## config.mk

```make
export PLATFORM = sky130hd
export DESIGN_NAME = ps2_key_event_ctrl
export DESIGN_NICKNAME = d
export VERILOG_FILES = /design/src/rtl/ps2_pkg.sv /design/src/rtl/ps2_event_fifo.sv /design/src/rtl/ps2_key_event_ctrl.sv
export SDC_FILE = /design/constraint.sdc
export NUM_CORES = 1
export LEC_CHECK = 0
export ABC_AREA = 1
export CAP_MARGIN = 25
export CORE_UTILIZATION = 40
export CTS_CLUSTER_SIZE = 16
export DETAILED_ROUTE_END_ITERATION = 12
export PLACE_DENSITY = 0.65
export SLEW_MARGIN = 0
export SYNTH_ARGS = -nofsm -noshare
export SYNTH_HDL_FRONTEND = slang
export SYNTH_SLANG_ARGS = --single-unit
```

## constraint.sdc

```tcl
create_clock -name clk -period 3.8 [get_ports clk]
set_input_delay 0.76 -clock clk [delete_from_list [all_inputs] [get_ports clk]]
set_output_delay 0.76 -clock clk [all_outputs]
set_load 0.01 [all_outputs]
```

## src/rtl/ps2_pkg.sv

```systemverilog
// rtl/ps2_pkg.sv - shared types and scan-code constants for the PS/2 key event path
package ps2_pkg;

   typedef enum logic [1:0] {
      ST_IDLE,
      ST_PRE_E0,
      ST_PRE_F0,
      ST_PRE_E0F0
   } ps2_state_t;

   localparam logic [7:0] PS2_EXT = 8'hE0;
   localparam logic [7:0] PS2_BRK = 8'hF0;

   typedef struct packed {
      logic       ext;
      logic       brk;
      logic [7:0] code;
   } ps2_event_t;

   // Keyboard housekeeping bytes (errors, BAT result, ACK, resend) never form a key event.
   function automatic logic is_sys_code(input logic [7:0] b);
      return (b == 8'h00) || (b == 8'hAA) || (b == 8'hFA) || (b == 8'hFE) || (b == 8'hFF);
   endfunction

endpackage

```

## src/rtl/ps2_event_fifo.sv

```systemverilog
// rtl/ps2_event_fifo.sv - synchronous FIFO; a push into a full FIFO succeeds only alongside a pop
module ps2_event_fifo #(
   parameter int DEPTH = 4,
   parameter int W     = 10
) (
   input  logic                   clk,
   input  logic                   reset,
   input  logic                   push,
   input  logic [W-1:0]           push_data,
   input  logic                   pop,
   output logic [W-1:0]           head_data,
   output logic                   empty,
   output logic [$clog2(DEPTH):0] count_nxt,
   output logic                   drop
);

   localparam int AW = $clog2(DEPTH);

   logic [W-1:0]  mem [DEPTH];
   logic [AW-1:0] wr_ptr;
   logic [AW-1:0] rd_ptr;
   logic [AW:0]   count;
   logic          full;
   logic          do_push;
   logic          do_pop;

   always_comb begin
      empty     = (count == '0);
      full      = (count == (AW+1)'(DEPTH));
      do_pop    = pop & ~empty;
      do_push   = push & (~full | do_pop);
      drop      = push & ~do_push;
      count_nxt = count + {{AW{1'b0}}, do_push} - {{AW{1'b0}}, do_pop};
      head_data = empty ? '0 : mem[rd_ptr];
   end

   always_ff @(posedge clk) begin
      if (reset) begin
         wr_ptr <= '0;
         rd_ptr <= '0;
         count  <= '0;
      end else begin
         if (do_push) wr_ptr <= wr_ptr + 1'b1;
         if (do_pop)  rd_ptr <= rd_ptr + 1'b1;
         count <= count_nxt;
      end
   end

   always_ff @(posedge clk) begin
      if (do_push) mem[wr_ptr] <= push_data;
   end

endmodule

```

## src/rtl/ps2_key_event_ctrl.sv

```systemverilog
// rtl/ps2_key_event_ctrl.sv - folds E0/F0 prefixes into key events, queues them, tracks errors
module ps2_key_event_ctrl
   import ps2_pkg::*;
#(
   parameter int FIFO_DEPTH     = 4,
   parameter int TIMEOUT_CYCLES = 50000,
   parameter int CNT_W          = 8
) (
   input  logic             clk,
   input  logic             reset,
   input  logic             rx_valid,
   input  logic [7:0]       rx_byte,
   input  logic             rx_parity_err,
   input  logic             ev_ready,
   input  logic             clr_err,
   output logic             ev_valid,
   output logic [9:0]       ev_data,
   output logic             kbd_inhibit,
   output logic             err_parity,
   output logic             err_timeout,
   output logic             overflow,
   output logic [CNT_W-1:0] err_count
);

   localparam int AW = $clog2(FIFO_DEPTH);
   localparam int TW = $clog2(TIMEOUT_CYCLES + 1);
   localparam logic [TW-1:0]    TMAX    = TW'(TIMEOUT_CYCLES - 1);
   localparam logic [CNT_W-1:0] CNT_MAX = {CNT_W{1'b1}};

   ps2_state_t       state;
   ps2_state_t       state_nxt;
   logic [TW-1:0]    timer;
   logic             push;
   ps2_event_t       push_ev;
   logic             parity_hit;
   logic             timeout_hit;
   logic             drop;
   logic             fifo_empty;
   logic [AW:0]      count_nxt;
   logic [1:0]       err_inc;
   logic [CNT_W-1:0] err_base;
   logic [CNT_W+1:0] err_sum;

   always_comb begin
      state_nxt   = state;
      push        = 1'b0;
      push_ev     = '0;
      parity_hit  = 1'b0;
      timeout_hit = 1'b0;
      if (rx_valid) begin
         if (rx_parity_err) begin
            parity_hit = 1'b1;
            state_nxt  = ST_IDLE;
         end else begin
            case (state)
               ST_IDLE: begin
                  if (rx_byte == PS2_EXT)      state_nxt = ST_PRE_E0;
                  else if (rx_byte == PS2_BRK) state_nxt = ST_PRE_F0;
                  else if (!is_sys_code(rx_byte)) begin
                     push    = 1'b1;
                     push_ev = '{ext: 1'b0, brk: 1'b0, code: rx_byte};
                  end
               end
               ST_PRE_E0: begin
                  if (rx_byte == PS2_BRK)      state_nxt = ST_PRE_E0F0;
                  else if (rx_byte != PS2_EXT) begin
                     push      = 1'b1;
                     push_ev   = '{ext: 1'b1, brk: 1'b0, code: rx_byte};
                     state_nxt = ST_IDLE;
                  end
               end
               default: begin
                  // A stray prefix after F0 starts a fresh sequence instead of being emitted.
                  if (rx_byte == PS2_EXT)      state_nxt = ST_PRE_E0;
                  else if (rx_byte == PS2_BRK) state_nxt = ST_PRE_F0;
                  else begin
                     push      = 1'b1;
                     push_ev   = '{ext: (state == ST_PRE_E0F0), brk: 1'b1, code: rx_byte};
                     state_nxt = ST_IDLE;
                  end
               end
            endcase
         end
      end else if (state != ST_IDLE && timer == TMAX) begin
         timeout_hit = 1'b1;
         state_nxt   = ST_IDLE;
      end

      err_inc  = {1'b0, parity_hit} + {1'b0, timeout_hit} + {1'b0, drop};
      err_base = clr_err ? '0 : err_count;
      err_sum  = (CNT_W+2)'(err_base) + (CNT_W+2)'(err_inc);
   end

   ps2_event_fifo #(
      .DEPTH (FIFO_DEPTH),
      .W     (10)
   ) u_fifo (
      .clk       (clk),
      .reset     (reset),
      .push      (push),
      .push_data (push_ev),
      .pop       (ev_ready),
      .head_data (ev_data),
      .empty     (fifo_empty),
      .count_nxt (count_nxt),
      .drop      (drop)
   );

   assign ev_valid = ~fifo_empty;

   always_ff @(posedge clk) begin
      if (reset) begin
         state       <= ST_IDLE;
         timer       <= '0;
         kbd_inhibit <= 1'b0;
         err_parity  <= 1'b0;
         err_timeout <= 1'b0;
         overflow    <= 1'b0;
         err_count   <= '0;
      end else begin
         state       <= state_nxt;
         timer       <= (state_nxt == ST_IDLE || rx_valid) ? '0 : timer + 1'b1;
         kbd_inhibit <= (count_nxt >= (AW+1)'(FIFO_DEPTH - 1));
         err_parity  <= parity_hit;
         err_timeout <= timeout_hit;
         if (drop)         overflow <= 1'b1;
         else if (clr_err) overflow <= 1'b0;
         err_count <= (err_sum > (CNT_W+2)'(CNT_MAX)) ? CNT_MAX : err_sum[CNT_W-1:0];
      end
   end

endmodule
```

# == Word level (Yosys, flattened, before mapping) ==
# Memory sizes are Yosys's and may differ from the RTL's. A register that Yosys moved wholly into a read port is not among the register bits.
# Index checks and enable logic that the tools add are counted.
# classes
n_bitwise,7
n_shift,0
div,0
reduce_logical,13
add_sub_neg,8
n_mux,43
n_lt_le_gt_ge,2
n_eq_ne,11
multipliers,0
# ops
op,count
two-way mux 10 bit,7
equality test 8 bit (second input constant),6
two-way mux 8 bit,5
two-way mux 2 bit,11
case mux 10 bit (2 select lines),1
two-way mux 1 bit,17
adder 16 x 1 -> 16 bit (second input constant),1
equality test 16 bit (second input constant),1
adder 8 x 2 -> 9 bit,1
> comparator 9 x 8 -> 1 bit (second input constant),1
logical NOT 8 bit,1
inequality test 8 bit (second input constant),1
logical OR 1 bit,5
adder 2 x 1 -> 2 bit (second input constant),2
logical NOT 2 bit,2
case mux 2 bit (2 select lines),1
nonzero test 2 bit,2
adder 3 x 1 -> 3 bit,1
bitwise AND 1 bit,3
equality test 3 bit (second input constant),1
>= comparator 3 x 2 -> 1 bit (second input constant),1
logical NOT 3 bit,1
inverter 1 bit,3
subtractor 3 x 1 -> 3 bit,1
other kinds (8),8
# word_totals
ram_bits,40
romBits,0
register_bits,37
output_inout_bits,23
mem_count,1
latch_bits,0
input_bits,14
wordCells,95
# mem_list
name,depth,width,read_ports,rd_ports_with_merged_regs,write_ports,line_no,text
u_fifo.mem,4,10,1,1,1,ps2_event_fifo.sv:19,logic [W-1:0] mem [DEPTH];

# == Logic depth before layout (Yosys ltp) ==
# Gate-level depths: netlist of the first run.
# logic_depth
depth_word,18
depth_mapped,18
ltp_nobuf,18

# == Cells and area by module ==
# Synthesis of the first run repeated with hierarchy kept, for this count alone.
# hier_totals
cells_unflattened,445
hier_area_um2,3743.6
# by_module_without_submodules
module,cells_per_inst,n_inst,area_per_inst_um2,seq_area_each_um2
ps2_event_fifo,194,1,2089.5,1381.3
ps2_key_event_ctrl,251,1,1654.1,600.6

# == Worst setup path before layout of the first run ==
# No wires, ideal clock.
# synth_timing
path_type,input to register
from,input port rx_valid
to,register err_count[7]
setup_time_ps,56
path_buffers,0
required_ps,3744
t_arrival_ps,2693
setup_slack_ps,1051
cell_stages,12
path_cell_list,nand2_1 > inv_1 > fa_1 > ha_1 > inv_1 > fa_1 > nand3b_1 > nor2_1 > nand4_2 > nand3_1 > nand2_1 > inv_1
# synth_between
word_cells_on_any_way,11
classes_between,add/sub: 3; order compare: 1; mux: 4; bitwise: 3
# synth_rtl
item,line_no,text
from (decl),ps2_key_event_ctrl.sv:11,"input logic rx_valid,"
two-way mux 1 bit *,ps2_key_event_ctrl.sv:50,if (rx_valid) begin
via parity_hit,ps2_key_event_ctrl.sv:35,logic parity_hit;
adder 1 x 1 -> 2 bit *,ps2_key_event_ctrl.sv:89,"err_inc = {1'b0, parity_hit} + {1'b0, timeout_hit} + {1'b0, drop};"
adder 2 x 1 -> 2 bit *,ps2_key_event_ctrl.sv:89,
adder 8 x 2 -> 9 bit *,ps2_key_event_ctrl.sv:91,err_sum = (CNT_W+2)'(err_base) + (CNT_W+2)'(err_inc);
> comparator 9 x 8 -> 1 bit,ps2_key_event_ctrl.sv:128,err_count <= (err_sum > (CNT_W+2)'(CNT_MAX)) ? CNT_MAX : err_sum[CNT_W-1:0];
two-way mux 8 bit *,ps2_key_event_ctrl.sv:128,
to (signal assigned),ps2_key_event_ctrl.sv:128,
to (decl),ps2_key_event_ctrl.sv:22,output logic [CNT_W-1:0] err_count
# The timed path passes the listed nets; every way through them passes the cells marked *.
# A chain may end at the register's enable or synchronous reset.

# == Worst setup path in the final report of the first run ==
# layout_timing
from,input port rx_valid
to,register err_count[7]
# layout_between
elab_chain_cells,8
word_cells_on_any_way,11
classes_between,add/sub: 3; order compare: 1; mux: 4; bitwise: 3
# layout_lines
item,line_no,text
two-way mux 1 bit *,ps2_key_event_ctrl.sv:50,
bitwise AND 1 bit,ps2_event_fifo.sv:31,do_push = push & (~full | do_pop);
inverter 1 bit,ps2_event_fifo.sv:32,drop = push & ~do_push;
bitwise AND 1 bit *,ps2_event_fifo.sv:32,
via drop,ps2_key_event_ctrl.sv:37,logic drop;
adder 2 x 1 -> 2 bit *,ps2_key_event_ctrl.sv:89,
adder 8 x 2 -> 9 bit *,ps2_key_event_ctrl.sv:91,
> comparator 9 x 8 -> 1 bit,ps2_key_event_ctrl.sv:128,
two-way mux 8 bit *,ps2_key_event_ctrl.sv:128,
# Marks and branches as above.

==> Implementation_results.wiki, run 1 <==
{| class="wikitable"
! Metric !! Value
|-
| Outcome || complete, no violations
|-
| Async set-or-reset flop fraction in the synthesized netlist || 0
|-
| Number of cells traversed by the worst hold path || 1
|-
| Resized cells post-CTS || 0
|-
| CTS Root Cell || clkbuf_8
|-
| Top area cells in the synthesized netlist || edfxtp_1 32%, dfxtp_1 21%, nor2_1 9.8%
|-
| Remaining antenna violation count after routing || 0
|-
| Setup repair after global routing missed its margin || no
|-
| DR vias/cell || roughly 4.6
|-
| Average routed wire per standard cell || around 12 um
|-
| IO buf count || 36
|-
| Die Area || 9810 um^2
|-
| Via count of the first global-routing pass || 2,628
|-
| Cell with the largest stage delay on the worst path || clkdlybuf4s50_1
|-
| Post-Syn Instances || roughly 440
|-
| Final TNS setup || 0 ns
|-
| Layout cells sized above 1 || 0.108
|-
| Leftover overflow at the end of global routing || 0
|-
| Pin count of the biggest net entering global routing || 22
|-
| R2r worst-path depth || 15
|-
| Number of library cell types mapped by synthesis || 28
|-
| Final worst clock skew || ~0.0096 ns
|-
| Floorplan row count || 35
|-
| Hold violation count in the final report || 0
|-
| Smallest setup slack after layout || approximately 0.57 ns
|-
| Number of max-slew violations in the final report || 0
|-
| Area taken by flip-flops and latches || 1980 um^2
|-
| Worst-path maximum fanout || 8
|-
| Yosys warnings || 0
|-
| Combined area of all synthesized cells || ~3800 um^2
|-
| Global-route wire length before repair || around 12 mm
|-
| Residual DRC count || 0
|-
| Antenna diode count || 0
|-
| Pre-antenna DRT Iters || 4
|-
| CTS tree || built
|-
| Number of max-cap violations || 0
|-
| Worst endpoint data arrival time || 3.53 ns
|-
| I/O pin count || 37
|-
| Startpoint Class || input port
|-
| Highest clock rate || between 300 and 400 MHz
|-
| Hold-critical path endpoint || timer[0]$_SDFF_PP0_
|-
| Clock sink total || 79
|-
| Height of the chip || slightly below 100 um
|-
| 1st-iter DRT viols || roughly 110
|-
| Dominant cell type by count on the critical path || inv_1
|-
| H-tree levels || 3
|-
| Minimum setup slack after placement || about 0.23 ns
|-
| Critical path cell sequence || clkdlybuf4s50_1 > inv_1 > nor2_1 > inv_2 > nor2_4 > nand3b_1 > inv_1 > ha_1 > inv_1 > fa_1 > nand3b_1 > nor2_1 > nand4_2 > nand3_1 > nand2_1 > inv_1
|-
| Number of nets produced by synthesis || about 470
|-
| Leading cell type by number of instances after synthesis || nor2_1
|-
| Crit path required time || approximately 4.1 ns
|-
| Hold path start || timer[0]$_SDFF_PP0_
|-
| Min cycle time layout || ~3.2 ns
|-
| Latest clock arrival within the worst-skew pair || 0.35 ns
|-
| Number of antenna violations at the first check in global routing || 0
|-
| Critical path endpoint category || flip-flop
|-
| Setup fix buffers added after clock tree synthesis || 0
|-
| Synth top cells by count || 98 x nor2_1, 65 x inv_1, 61 x nand2_1
|-
| Endpoint of the worst-slack reg-to-reg timing path || err_count[7]$_SDFF_PP0_
|-
| Sequential fraction of the synthesis area || 0.526
|-
| Total Wirelength || 7.25 mm
|-
| Clock slew seen by the registers of the worst setup and hold paths || 0.08 ns
|-
| Final period utilization || 0.850
|-
| Worst-case hold slack || roughly 0.47 ns
|-
| Half-perimeter wire length of the detailed placement result || between 5 and 6 mm
|-
| Crit Path Class || in2reg
|-
| Number of synthesized flops with an enable pin || 40
|-
| Maximum ir drop on the vdd rail || ~0.00023 V
|-
| Die outline width || ~100 um
|-
| Count of hold-fix buffers inserted at cts || 0
|-
| Pleak || between 1.5 and 2 nW
|-
| Gr usage total || 0.160
|-
| Power per cell area || 511 nW/um^2
|-
| Seq cells post-synth || 79
|-
| FF-to-FF setup slack || approximately 0.83 ns
|-
| Critical Path Max Stage Delay || approximately 0.6 ns
|-
| HP Class || reg2reg
|-
| Mean instance size in the synthesized netlist || around 8.6 um^2
|-
| Cell type with the largest total area after synthesis || edfxtp_1
|-
| Detailed-route via count || ~2,800
|-
| Weighted congestion at the end of routability-driven global placement || just over 0.8
|-
| Number of nets in the layout || just over 500
|-
| Slew margin rel. || 0.671
|-
| Clock buffer depth || 2
|-
| Final setup fails || 0
|-
| Count of fill cells added during filler insertion || 862
|-
| Least-Margin Pin Slew || around 0.5 ns
|-
| Clock buffer count from CTS || 9
|-
| Fraction of synthesized cell area taken by the top area cell type || 0.319
|-
| Growth of design area from synthesis to finish || 19.8%
|-
| Placeable core region || around 9200 um^2
|-
| Area of combinational cells with multiple inputs || roughly 1500 um^2
|-
| Prevailing post-synth register cell || edfxtp_1
|-
| FF-to-FF Start || timer[0]$_SDFF_PP0_
|-
| Initial Util || 0.410
|}
cells in the final DEF (no fill, tap or decap), types with 9 or more instances in the layout:
cell type / n
nand3_1: 14
dfxtp_1: 39
ha_1: 9
edfxtp_1: 40
clkbuf_8: 9
xnor2_1: 9
clkdlybuf4s50_1: 36
inv_1: 65
nand2_1: 61
a21oi_1: 19
o21ai_0: 24
nor2_2: 16
nor2_1: 98
report_power, final:
group	total [mW]	switching (mW)	internal [mW]	leakage (nW)
Combinational	0.587	0.317	0.270	0.983
Clock	0.750	0.312	0.438	0.120
Sequential	0.970	0.0279	0.942	0.685
cell type report:
type,instances,area share
repair buffers,43,0.0915
inverters,68,0.0565
clock buffers,9,0.0274
multi-input cells,283,0.328
well taps,111,0.0308
flip-flops and latches,79,0.439
clock inverters,7,0.0266
per-layer routing:
layer,global-route usage,wire [um],vias to the layer above,part of all wire
met1,0.202,3410,1249,0.47
met5,0,0,-,0
met3,0.0376,298,7,0.041
li1,-,-,1463,-
met2,0.263,3460,50,0.48
met4,0.0701,82,0,0.011
critical path: cells and delay by family:
kind,cells,cell delay (ns)
buf+inv,6,0.95
fa+ha+maj,2,0.54
simple gates,8,1.27
how the worst max path moves through the flow:
stage	startpoint	endpoint	depth (start not counted)
2_1_floorplan	rx_valid	err_count[7]$_SDFF_PP0_	12
3_3_place_gp	rx_valid	err_count[7]$_SDFF_PP0_	16
3_5_place_dp	rx_valid	err_count[7]$_SDFF_PP0_	16
4_1_cts	flip-flop	ev_data[5]	5
5_1_grt	rx_valid	err_count[7]$_SDFF_PP0_	16
6_report	rx_valid	err_count[7]$_SDFF_PP0_	16
cells by family after synthesis:
family,Yosys count,share of synthesized area
buffers and inverters,77,0.0810
adder cells (fa/ha/maj),12,0.0458
flip-flops,79,0.526
AND/OR/NAND/NOR,210,0.248
AO/OA/AOI/OAI,44,0.0594
XOR/XNOR,17,0.0395
state kept, by name, summed over array words and instances, names as in the netlist, named ones only:
name,cells
state,2
timer,16
err_count,8
err_timeout,1
err_parity,1
u_fifo.rd_ptr,2
u_fifo.mem,40
u_fifo.count,3
u_fifo.wr_ptr,2
kbd_inhibit,1
overflow,1
metrics by stage:
step	util	instance area (um^2)	cells	power (mW)
after floorplan	-	3770	439	1.33
after global placement	0.464	4270	584	1.58
after detailed placement	0.464	4270	584	1.59
after CTS	0.491	4510	600	2.34
after global routing	0.491	4510	600	2.44
final	0.491	4510	600	2.31
Power figures use the tool's default switching activity.
==> run 2: changes to the inputs <==
--- a/config.mk
+++ b/config.mk
@@ -10,6 +10,7 @@
 export CORE_UTILIZATION = 40
 export CTS_CLUSTER_SIZE = 16
 export DETAILED_ROUTE_END_ITERATION = 12
+export GPL_ROUTABILITY_DRIVEN = 0
 export PLACE_DENSITY = 0.65
 export SLEW_MARGIN = 0
 export SYNTH_ARGS = -nofsm -noshare
==> results of run 2 <==
The final DEF is identical to that of run 1; final timing and power are the same.
